### config.mk
export PLATFORM = sky130hd
export DESIGN_NAME = fb_access_scheduler
export DESIGN_NICKNAME = d
export VERILOG_FILES = /design/src/rtl/fb_access_scheduler.sv
export SDC_FILE = /design/constraint.sdc
export NUM_CORES = 1
export LEC_CHECK = 0
export ABC_AREA = 1
export BUFFER_PORTS_ARGS = -buffer_cell sky130_fd_sc_hd__buf_2
export CELL_PAD_IN_SITES_DETAIL_PLACEMENT = 1
export CELL_PAD_IN_SITES_GLOBAL_PLACEMENT = 1
export CORE_MARGIN = 2
export CORE_UTILIZATION = 42
export CTS_CLUSTER_SIZE = 12
export DETAILED_ROUTE_END_ITERATION = 6
export GPL_ROUTABILITY_DRIVEN = 1
export PLACE_DENSITY_LB_ADDON = 0.25
export SKIP_LAST_GASP = 1
export SYNTH_ARGS = -nofsm -noshare
export SYNTH_HDL_FRONTEND = slang
export SYNTH_SLANG_ARGS = --single-unit
### constraint.sdc
create_clock -name clk -period 2 [get_ports clk]
set_input_delay 0.4 -clock clk [delete_from_list [all_inputs] [get_ports clk]]
set_output_delay 0.4 -clock clk [all_outputs]
set_load 0.02 [all_outputs]
### src/rtl/fb_access_scheduler.sv
// fb_access_scheduler
//   Owns both ports of the text framebuffer RAM. The read port is a paced
//   address stream for the OLED driver. The write port is shared between
//   textEngine byte writes and a clear-screen engine. One textEngine write
//   that arrives during a clear is held and replayed afterwards.
// Ports:
//   clk, rst_n                    clock, async active-low reset
//   te_w_en/te_w_addr/te_w_data   textEngine write strobe, address, data
//   clr_req                       single-cycle clear request
//   oled_r_en                     OLED driver wants the read stream
//   ram_w_en/ram_w_addr/ram_w_data  registered RAM write port
//   ram_r_addr                    registered RAM read address
//   clr_busy                      clear in progress
//   frame_done                    one-cycle pulse after the read address wraps
//   wr_overflow                   sticky flag: a textEngine write was dropped
module fb_access_scheduler #(
   parameter int              ADDR_W    = 14,
   parameter int              DATA_W    = 8,
   parameter int              FB_BYTES  = 1024,
   parameter int              READ_PACE = 18,
   parameter logic [DATA_W-1:0] CLR_DATA = 8'h00
) (
   input  logic              clk,
   input  logic              rst_n,
   input  logic              te_w_en,
   input  logic [ADDR_W-1:0] te_w_addr,
   input  logic [DATA_W-1:0] te_w_data,
   input  logic              clr_req,
   input  logic              oled_r_en,
   output logic              ram_w_en,
   output logic [ADDR_W-1:0] ram_w_addr,
   output logic [DATA_W-1:0] ram_w_data,
   output logic [ADDR_W-1:0] ram_r_addr,
   output logic              clr_busy,
   output logic              frame_done,
   output logic              wr_overflow
);

   localparam int              PACE_W    = $clog2(READ_PACE);
   localparam logic [PACE_W-1:0] PACE_LAST = PACE_W'(READ_PACE - 1);
   localparam logic [ADDR_W-1:0] FB_LAST   = ADDR_W'(FB_BYTES - 1);

   // ---------------- read sequencer ----------------
   logic [PACE_W-1:0] pace_cnt;
   logic              pace_hit;

   assign pace_hit = oled_r_en && (pace_cnt == PACE_LAST);

   always_ff @(posedge clk or negedge rst_n) begin
      if (!rst_n) begin
         pace_cnt   <= '0;
         ram_r_addr <= '0;
         frame_done <= 1'b0;
      end else begin
         frame_done <= pace_hit && (ram_r_addr == FB_LAST);
         if (oled_r_en) begin
            if (pace_hit) begin
               pace_cnt   <= '0;
               ram_r_addr <= (ram_r_addr == FB_LAST) ? '0 : ram_r_addr + ADDR_W'(1);
            end else begin
               pace_cnt <= pace_cnt + PACE_W'(1);
            end
         end
      end
   end

   // ---------------- write FSM ----------------
   typedef enum logic [1:0] {IDLE, CLEAR, REPLAY} state_t;

   state_t            state, state_d;
   logic [ADDR_W-1:0] clr_addr, clr_addr_d;
   logic              hold_vld, hold_vld_d;
   logic [ADDR_W-1:0] hold_addr, hold_addr_d;
   logic [DATA_W-1:0] hold_data, hold_data_d;
   logic              w_en_d, busy_d, ovf_d;
   logic [ADDR_W-1:0] w_addr_d;
   logic [DATA_W-1:0] w_data_d;

   always_comb begin
      state_d     = state;
      clr_addr_d  = clr_addr;
      hold_vld_d  = hold_vld;
      hold_addr_d = hold_addr;
      hold_data_d = hold_data;
      w_en_d      = 1'b0;
      w_addr_d    = ram_w_addr;
      w_data_d    = ram_w_data;
      busy_d      = clr_busy;
      ovf_d       = wr_overflow;
      case (state)
         IDLE: begin
            // A write refilled into the hold during REPLAY drains here; a new
            // te write in this same cycle takes its place in the hold.
            if (hold_vld) begin
               w_en_d     = 1'b1;
               w_addr_d   = hold_addr;
               w_data_d   = hold_data;
               hold_vld_d = te_w_en;
               if (te_w_en) begin
                  hold_addr_d = te_w_addr;
                  hold_data_d = te_w_data;
               end
            end else if (te_w_en) begin
               w_en_d   = 1'b1;
               w_addr_d = te_w_addr;
               w_data_d = te_w_data;
            end
            // A simultaneous te write goes out first; the clear then overwrites it.
            if (clr_req) begin
               state_d    = CLEAR;
               busy_d     = 1'b1;
               clr_addr_d = '0;
            end
         end
         CLEAR: begin
            w_en_d     = 1'b1;
            w_addr_d   = clr_addr;
            w_data_d   = CLR_DATA;
            clr_addr_d = clr_addr + ADDR_W'(1);
            if (te_w_en) begin
               if (!hold_vld) begin
                  hold_vld_d  = 1'b1;
                  hold_addr_d = te_w_addr;
                  hold_data_d = te_w_data;
               end else begin
                  ovf_d = 1'b1;
               end
            end
            // hold_vld_d so a write captured on the final clear cycle still replays
            if (clr_addr == FB_LAST) begin
               busy_d  = 1'b0;
               state_d = hold_vld_d ? REPLAY : IDLE;
            end
         end
         REPLAY: begin
            w_en_d     = 1'b1;
            w_addr_d   = hold_addr;
            w_data_d   = hold_data;
            hold_vld_d = te_w_en;
            if (te_w_en) begin
               hold_addr_d = te_w_addr;
               hold_data_d = te_w_data;
            end
            state_d = IDLE;
         end
         default: state_d = IDLE;
      endcase
   end

   always_ff @(posedge clk or negedge rst_n) begin
      if (!rst_n) begin
         state       <= IDLE;
         clr_addr    <= '0;
         hold_vld    <= 1'b0;
         hold_addr   <= '0;
         hold_data   <= '0;
         ram_w_en    <= 1'b0;
         ram_w_addr  <= '0;
         ram_w_data  <= '0;
         clr_busy    <= 1'b0;
         wr_overflow <= 1'b0;
      end else begin
         state       <= state_d;
         clr_addr    <= clr_addr_d;
         hold_vld    <= hold_vld_d;
         hold_addr   <= hold_addr_d;
         hold_data   <= hold_data_d;
         ram_w_en    <= w_en_d;
         ram_w_addr  <= w_addr_d;
         ram_w_data  <= w_data_d;
         clr_busy    <= busy_d;
         wr_overflow <= ovf_d;
      end
   end

endmodule
## Word-level counts from Yosys, hierarchy flattened

Index checks and enable logic that the tools add are counted.

- Input bits: 27
- Bits in registers: 84
- Output and inout port bits: 40
- Logic and storage cells: 74

- Equal/unequal tests: 11
- Mux-type cells: 34
- $add $sub $neg: 3
- Reductions and logical operators: 13

Operator list:

| operator | count |
|---|---|
| $mux W14 | 8 |
| $pmux W14 S3 | 2 |
| $mux W8 | 6 |
| $pmux W8 S3 | 2 |
| $add A14 B1 Y14 const B | 2 |
| $eq A14 B10 Y1 const B | 2 |
| $pmux W14 S2 | 1 |
| $ne A2 B2 Y1 const B | 5 |
| $reduce_and A2 Y1 | 4 |
| $mux W1 | 7 |
| $mux W2 | 3 |
| $reduce_and A3 Y1 | 2 |
| $add A5 B1 Y5 const B | 1 |
| $eq A5 B5 Y1 const B | 1 |
| $mux W5 | 1 |
| $pmux W1 S2 | 2 |
| $pmux W2 S2 | 1 |
| $reduce_and A4 Y1 | 1 |
| $ne A3 B3 Y1 const B | 1 |
| $pmux W1 S3 | 1 |
| $reduce_bool A3 Y1 | 1 |
| $eq A2 B1 Y1 const B | 1 |
| $eq A2 B2 Y1 const B | 1 |
| $logic_and A1 B1 Y1 | 2 |
| other kinds (3) | 3 |

## Depth between registers and ports, before layout

Gate-level depths: netlist of run 1.

- Depth after elaboration: 5
- Gate-level depth with buffers: 12
- Depth with buffers taken out: 11

## Worst setup path after synthesis of run 1

OpenSTA, ideal clock, no wires.

- Kind: reg2reg
- From: register state[0]
- To: register ram_w_addr[10]
- Data required time: 1.883 ns
- Setup time: 0.117 ns
- Data arrival time: 1.420 ns
- Buffers on the path: 1
- Stages on the path, launching flop included: 10
- Setup slack: 0.463 ns
- Clock period less this slack: 1.537 ns
- Path through: dfrtp_1 inv_1 ha_1 nand2_1 inv_1 clkbuf_1 a22oi_1 nand2_1 nand2_1 nand2_1

- Cells in the longest elaborated chain, start to end: 3
- Elaborated cells between the ends (all ways): 7
- Those cells by class: 3 x eq/ne; 1 x mux; 3 x reduce/logical

RTL lines:

| item | line | RTL |
|---|---|---|
| start: declaration | 70 | `state_t state, state_d;` |
| start signal: assignment | 163 | `state <= state_d;` |
| $logic_not A2 Y1 (tied with other cells) | 90 | `case (state)` |
| $ne A3 B3 Y1 (no source line) / $reduce_bool A3 Y1 (equally long branches) | n/a |  |
| $reduce_and A2 Y1 (no source line) | n/a |  |
| end signal: assignment | 169 | `ram_w_addr <= w_addr_d;` |
| end: declaration | 31 | `output logic [ADDR_W-1:0] ram_w_addr,` |

Several ways; a longest one is shown, not always the timed one.
A chain may end at the register's enable or synchronous reset.

## Worst setup path in the final report of run 1

- From: register state[1]
- To: register clr_addr[8]

- Cells in the longest elaborated chain, start to end: 3
- Elaborated cells between the ends (all ways): 6
- Those cells by class: 2 x eq/ne; 1 x mux; 3 x reduce/logical

RTL lines:

| item | line | RTL |
|---|---|---|
| $eq A2 B1 Y1 / $logic_not A2 Y1 (equally long branches) | 90 |  |
| $reduce_bool A2 Y1 (no source line) / $ne A2 B2 Y1 (equally long branches) | n/a |  |
| $reduce_and A2 Y1 (no source line) | n/a |  |
| end signal: assignment | 164 | `clr_addr <= clr_addr_d;` |
| end: declaration | 71 | `logic [ADDR_W-1:0] clr_addr, clr_addr_d;` |

Several ways; a longest one is shown, not always the timed one.

==> flow_results.org, run 1 <==
** Run status
- The run finished, with violations left.
- The checks that failed: hold timing.

** Global route
- For this run, the total global-route usage over all layers was measured as 0.223.
- The number of global-route vias before repair was 4,171.
- Initial antenna violation count :: 0
- Global-route wire length before repair :: 20,300 µm
- Largest net degree at the start of global routing :: 45
- Gr ovfl total :: 0

** Cells and area
- Compared with the post-synthesis result, the final layout area differs by 16.7%.
- After the last flow step, the layout net total stands at 663.
- Leaving out fill and tap cells, the most frequent cell in the layout is sky130_fd_sc_hd__nand2_1.
- Inserted Diodes :: 0
- Non-filler instance count after layout :: between 700 and 800
- In the layout the commonest cells are 150 x sky130_fd_sc_hd__nand2_1, 84 x sky130_fd_sc_hd__dfrtp_1, 67 x sky130_fd_sc_hd__inv_1, 65 x sky130_fd_sc_hd__buf_2, 55 x sky130_fd_sc_hd__nor2_1.
- Measured on the finished design, the core utilization comes to 0.497.
- In the final layout, the share of cells above drive strength 1 is 0.167.

** Routing
- In the routed layout, each cell is associated on average with a via count of 5.18.
- The first routing iteration left 130 violations.
- # DRC :: 0
- In this run the remaining antenna-violating nets after routing total 0.
- Drt first pass iters :: 4
- In the final routed layout, each cell accounts on average for approximately 16 µm.
- DR vias :: 3,982
- For this block, the routed nets add up to ~12,000 µm of wire.

** CTS
- Clock latency on the worst-skew pair, taken at its later pin, is ~0.35 ns.
- TritonCTS buffer count :: 9
- CTS Hold Bufs :: 0
- After clock tree synthesis, the clock-pin slew on the worst setup and hold paths is ~0.090 ns.
- No sink is reached through more buffers than the 2 on the longest clock path.
- In this run the clock root is driven by a sky130_fd_sc_hd__clkbuf_8.
- TritonCTS built the clock tree.
- In this run the number of H-tree levels came out at 3.
- The clock net in this run drives a total of 84 sinks.

** Setup path
- For the worst flop-to-flop path, the logic depth is 11.
- Kind of critical path :: flop to flop
- The endpoint identified for the worst register-to-register timing path is clr_addr[8].
- Worst reg2reg setup slack :: 0.16 ns
- Arrival time at the worst endpoint :: roughly 2.1 ns
- The slowest stage of the critical path belongs to the cell sky130_fd_sc_hd__dfrtp_1.
- Sort of element at the start of the critical path :: flop
- Worst-path maximum fanout :: 8
- Most repeated library cell on the critical path :: sky130_fd_sc_hd__nand2_1
- STA classifies the critical path endpoint as a flop.
- Critical Path RT :: approximately 2.2 ns
- The startpoint identified for the worst register-to-register timing path is state[1].
- Cell chain of the critical path :: inv_1 > ha_2 > inv_1 > nand2_1 > nand2_2 > inv_2 > nand2_1 > nor2_1 > nand2_1 > nand2_1 > nor2_1
- On the worst path, the slowest cell contributes a delay of around 0.42 ns.

** Floorplan
- Die Y :: ~110 µm
- The floorplan step defined a die boundary enclosing around 11,000 µm².
- For this configuration, the core starts out at a cell density of 0.426.
- In this run the count of I/O pins placed on the die edge is between 60 and 70.
- Placeable Area :: ~10,000 µm²
- The initialized floorplan defines 37 standard-cell rows.
- From left edge to right edge, the die measures between 100 and 150 µm.

** Timing
- The count of endpoints failing hold in the final timing report is 4.
- Of the available clock period, the critical path in the final layout requires 0.918.
- Final number of setup-violating endpoints :: 0
- Relative slew slack :: 0.472
- The number of slew-limit violations in the final report came to 0.
- Final hold analysis gives a worst-case slack of -0.0166 ns.
- Derived from the worst setup path, the maximum achievable clock frequency is about 0.54 GHz.
- Fin crit period :: 1.84 ns
- For the pin with the worst max-slew slack, the measured transition is approximately 0.8 ns.
- Setup repair after global routing could not meet its margin everywhere.
- Between clock sinks in the finished design, the worst skew comes to approximately 0.0094 ns.

** Logic synthesis
- Library cell occupying the most area in the post-synthesis netlist :: sky130_fd_sc_hd__dfrtp_1
- Synth top area cells :: sky130_fd_sc_hd__dfrtp_1 48%, sky130_fd_sc_hd__nand2_1 13%, sky130_fd_sc_hd__o21ai_0 5.9%
- Number of instances in the synthesized netlist :: 563
- When the netlist entered floorplanning its net count stood at approximately 600.
- The synthesized netlist contains 30 unique library cells.
- The share of the Yosys chip area taken by registers is 0.484.
- Syn_area_per_cell :: slightly below 8 µm²
- Cell area after technology mapping :: 4340 µm²
- During synthesis, Yosys emitted a total of 0 warnings.
- Top-area cell type share of the netlist area :: 0.484
- Synthesis inferred 84 register bits.

** Place
- Detailed placement ended at an HPWL of 8410 µm.
- Input and output buffers added on the ports amount to between 60 and 70.
- Final RePlAce weighted congestion :: roughly 0.8
- Cells after DPL :: about 750

** Pwr
- In this run the static leakage power is about 2.7 nW.
- Peak ir drop on the vdd network :: around 570 µV
- Power per unit of standard cell area :: between 1000 and 1500 nW/µm²

** Hold path
- In this run the worst hold path is classified as input port to asynchronous set/reset pin.

** Flow run
- Count of maximum capacitance violations :: 0
## area by class of cell
type	count	area, µm²
clock buffer	11	151
timing repair inverter	2	15.0
fill	1321	5120
clock inverter	5	58.8
sequential	84	2100
tap	136	170
multi-input combinational	387	1870
timing repair buffer	74	430
inverter	70	267
## metal layers
layer / up-vias / global-route usage / wire length [µm]
met1: 1975 / 0.307 / 5640
met4: 0 / 0.0442 / 86
met3: 8 / 0.0346 / 376
met5: - / 0 / 0
met2: 68 / 0.376 / 5950
li1: 1931 / - / -
## flip-flops by register name, indices dropped and copies added, names as in the netlist
register / flops
clr_busy: 1
hold_addr: 14
hold_vld: 1
ram_w_addr: 14
ram_w_en: 1
ram_w_data: 8
ram_r_addr: 14
wr_overflow: 1
clr_addr: 14
hold_data: 8
state: 2
frame_done: 1
pace_cnt: 5
## cell usage after synthesis, drive strengths merged
library cell and count:
o21ai 52, inv 70, nand2 154, o2111ai 1, a31oi 1, clkbuf 7
nand3b 1, a21oi 49, nand4 8, o221ai 1, nor2 57, nor3b 1
xor2 8, ha 8, o22ai 2, nor3 3, o21bai 3, dfrtp 84
buf 15, xnor2 2, a22oi 13, a31o 1, nand3 22
## critical path: cells and delay by family, from the launching register on
kind                     cells  cell delay [ns]
flip-flops                   1             0.42
AND/OR/NAND/NOR              7             0.63
buffers and inverters        3             0.37
adder cells (fa/ha/maj)      1             0.29
## logic make-up (layout without fill, tap and decap cells)
kind of cell / Yosys count / after routing / synth area share
compound gates: 123 / 123 / 0.157
xor+xnor: 10 / 10 / 0.0202
flops: 84 / 84 / 0.484
simple gates: 246 / 246 / 0.229
buf+inv: 92 / 162 / 0.0867
fa+ha+maj: 8 / 8 / 0.0231
## worst max path at each step
stage          depth (start not counted)        endpoint  startpoint
5_1_grt                               11     clr_addr[8]    state[1]
3_3_place_gp                           8   ram_w_addr[7]    state[0]
2_1_floorplan                          9  ram_w_addr[10]    state[0]
3_5_place_dp                           8   ram_w_addr[3]    state[0]
4_1_cts                                8   ram_w_addr[3]    state[0]
6_report                              11     clr_addr[8]    state[1]
## power breakdown
part,leakage [nW],internal (W),switching [W]
Combinational,1.48,0.00103,0.00212
Clock,0.102,0.000649,0.000657
Sequential,1.07,0.00228,0.000418
Total,2.65,0.00396,0.00320
## metrics by stage
stage	setup slack [ns]	instance area, µm²	setup TNS, ns	power (W)
after global placement	0.156	4830	0	0.00566
after global routing	-0.0205	5060	-0.0397	0.00775
after detailed placement	0.0717	4830	0	0.00583
after floorplan	0.463	4340	0	0.00483
after CTS	0.0399	5040	0	0.00716
final	0.165	5060	0	0.00716
## repair_timing
item / CTS / global route
setup endpoints to repair: 0 / 26
buffers inserted: 0 / 0
resized for setup: 0 / 6
(Power assumes the default switching activity.)
==> run 2, diff against run 1 <==
MAX_ROUTING_LAYER = met4   (was default)
==> run 2 against run 1 <==
  * The flow still finishes with violations (hold timing)
  * Non-clock buffer count unchanged
  * Design area unchanged
  * Via count decreased by 0.13%
  * Power about the same
  * Clock power about the same
  * Fmax about the same
  * Hold slack improved by 0.0035 ns
  * Sequential share of layout area unchanged
  * Clock skew decreased by 0.0011 ns
==> flow_results.org, run 2 (synthesized netlist as in run 1, its figures left out) <==
** Timing
- Total negative setup slack :: 0 ns
- The worst pin sits at a relative slew slack of 0.465.
- RSZ-0062 raised after global routing :: yes
- Final number of setup-violating endpoints :: 0
- Worst hold-check slack :: -0.0131 ns
- The count of endpoints failing hold in the final timing report was 4.
- Clock skew on the completed layout was measured at between 0.008 and 0.009 ns.
- At the pin with the least slew margin, the transition time is approximately 0.8 ns.
- The number of slew-limit violations in the final report came to 0.
- Final worst setup slack :: ~0.17 ns
- Of the available clock period, the critical path in the final layout requires 0.917.
- Fin crit period :: between 1.5 and 2 ns
- Static timing analysis puts the maximum clock frequency at 0.545 GHz.

** Global route
- The initial antenna violation count is 0.
- The first global-routing pass estimated 20,300 µm of wire.
- Number of global-route vias before repair :: about 4,200
- Global router's overall resource usage :: 0.230
- Global routing finished with a remaining overflow of 0.
- Largest net degree at the start of global routing :: 45

** Run status
- Run status :: finished, violations left
- Failing checks :: hold timing

** Cells and area
- The repair_antennas step left the layout with diodes totalling 0.
- In the final layout, the multi-input gates occupy roughly 1900 µm².
- After the flow finishes, the layout carries non-filler instances totaling around 770.
- Syn-to-layout area delta :: 16.7%
- Seq. cell area :: around 2100 µm²
- The library cell used most frequently in the layout, excluding fill and tap cells, is sky130_fd_sc_hd__nand2_1.
- Count of filler cells inserted in the layout :: ~1,300
- The final layout contains 663 nets.
- Of the cells placed in the final design, the portion with a size suffix greater than 1 is 0.167.
- Most used cells in the layout excluding fill and tap cells :: 150 x sky130_fd_sc_hd__nand2_1, 84 x sky130_fd_sc_hd__dfrtp_1, 67 x sky130_fd_sc_hd__inv_1, 65 x sky130_fd_sc_hd__buf_2, 55 x sky130_fd_sc_hd__nor2_1

** Setup path
- Data on the critical path is required at its endpoint by 2.27 ns.
- Slowest stage delay, CP :: about 0.59 ns
- Arrival time at the worst endpoint :: 2.11 ns
- Traced cell by cell, the critical path runs through inv_1 > ha_2 > a21oi_2 > inv_1 > a21oi_1 > a21oi_1.
- The worst setup path is captured at a flop.
- In this run the worst path has a maximum fanout of 22.
- Kind of critical path :: flop to flop
- Sort of element at the start of the critical path :: flop
- Critical-path cell with the highest stage delay :: sky130_fd_sc_hd__inv_1

** Pwr
- VDD sags by at most around 570 µV.
- Leakage power of the design :: roughly 2.7 nW
- Power per unit of standard cell area :: between 1000 and 1500 nW/µm²

** Place
- Once placement completed, the tool counted placed cells totaling about 750.
- Final RePlAce weighted congestion :: about 0.79
- Port buffering added 66 buffers.
- Detailed Place HPWL :: about 8400 µm
- Worst setup timing slack at the placement stage :: between 0.07 and 0.08 ns

** Routing
- Total routed wirelength :: around 12,000 µm
- In this run the remaining antenna-violating nets after routing total 0.
- In the final routed layout, each cell accounts on average for between 15 and 20 µm.
- The final route contains between 3,000 and 4,000 vias.
- The detailed router finished its first iteration with 116 violations.
- Via density per instance :: ~5.2
- The first TritonRoute pass finished after 4 iterations.
- # DRC :: 0

** Floorplan
- Initial Utilization :: 0.426
- Floorplan die area :: between 10,000 and 15,000 µm²
- For this design the top-level I/O count stands at 67.
- Placeable Area :: 10,200 µm²
- From left edge to right edge, the die measures 106 µm.
- The initialized floorplan defines 37 standard-cell rows.
- Measured along the y axis, the die boundary spans between 100 and 150 µm.

** Flow run
- Max-cap violations in this run came to 0.

** CTS
- Number of levels in the clock H-tree :: 3
- Post-CTS timing repair inserted 0 buffers for setup.
- In this run the clock root is driven by a sky130_fd_sc_hd__clkbuf_8.
- TritonCTS built the clock tree.
- Number of clock sinks :: 84
- After clock tree synthesis, the flow added hold-fix buffers numbering 0.
- Worst-Skew Late Latency :: between 0.3 and 0.4 ns
- Clock slew at the register clock pins of the worst setup and hold paths :: 0.09 ns
- Counting along the longest clock path gives a buffer depth of 2.
- TritonCTS created 9 clock buffers.

** Hold path
- Worst hold path class :: input port to asynchronous set/reset pin
## run 2: worst max-delay path: cells and delay by family (launching register included)
family | cells | cell delay [ns]
buffers and inverters | 2 | 0.71
AO/OA/AOI/OAI | 3 | 0.36
adder cells (fa/ha/maj) | 1 | 0.27
flip-flops | 1 | 0.42
## run 2: layout make-up
cell class                      count  share of cell area
Timing Repair Buffer               74              0.0850
Clock buffer                       11              0.0299
Tap cell                          136              0.0336
Clock inverter                      5              0.0116
Timing Repair inverter              2             0.00296
Multi-Input combinational cell    387               0.369
Sequential cell                    84               0.415
Inverter                           70              0.0526
## run 2: path summary, 6_finish.rpt
kind | cells past startpoint | slack, ns | endpoint | start
setup / recovery | 6 | 0.17 | ram_w_data[0] | state[0]
min in group clk | 3 | 0.32 | hold_addr[8] | te_w_addr[8]
max in group asynchronous | 2 | 1.41 | hold_data[5] | rst_n
hold / removal | 1 | -0.01 | hold_addr[10] | rst_n
setup reg to reg | 6 | 0.17 | ram_w_data[0] | state[0]
hold reg to reg | 2 | 0.48 | ram_w_addr[13] | ram_w_addr[13]
## run 2: metrics by stage
stage | area [µm²] | util | power [W]
2_1_floorplan | 4340 | - | 0.00483
3_5_place_dp | 4830 | 0.474 | 0.00583
4_1_cts | 5040 | 0.495 | 0.00716
5_1_grt | 5060 | 0.497 | 0.00775
6_report | 5060 | 0.497 | 0.00716
3_3_place_gp | 4830 | 0.474 | 0.00566
## run 2: layer usage
| metal | vias to the layer above | part of all wire | global-route usage |
|---|---|---|---|
| met5 | - | 0 | - |
| met4 | 0 | 0.0090 | 0.0442 |
| met3 | 9 | 0.032 | 0.0346 |
| met2 | 63 | 0.49 | 0.376 |
| met1 | 1974 | 0.47 | 0.307 |
| li1 | 1931 | - | - |
## run 2: power by group
part	leakage [nW]	switching (W)	internal [W]	total, W
combinational	1.48	0.00212	0.00103	0.00316
clock	0.102	0.000655	0.000649	0.00130
sequential	1.07	0.000420	0.00228	0.00270
## run 2: what timing repair did
item | 4_1_cts | 5_1_grt
gates resized for setup | 0 | 6
endpoints found under the setup margin | 0 | 27
hold endpoints to repair | 0 | 0
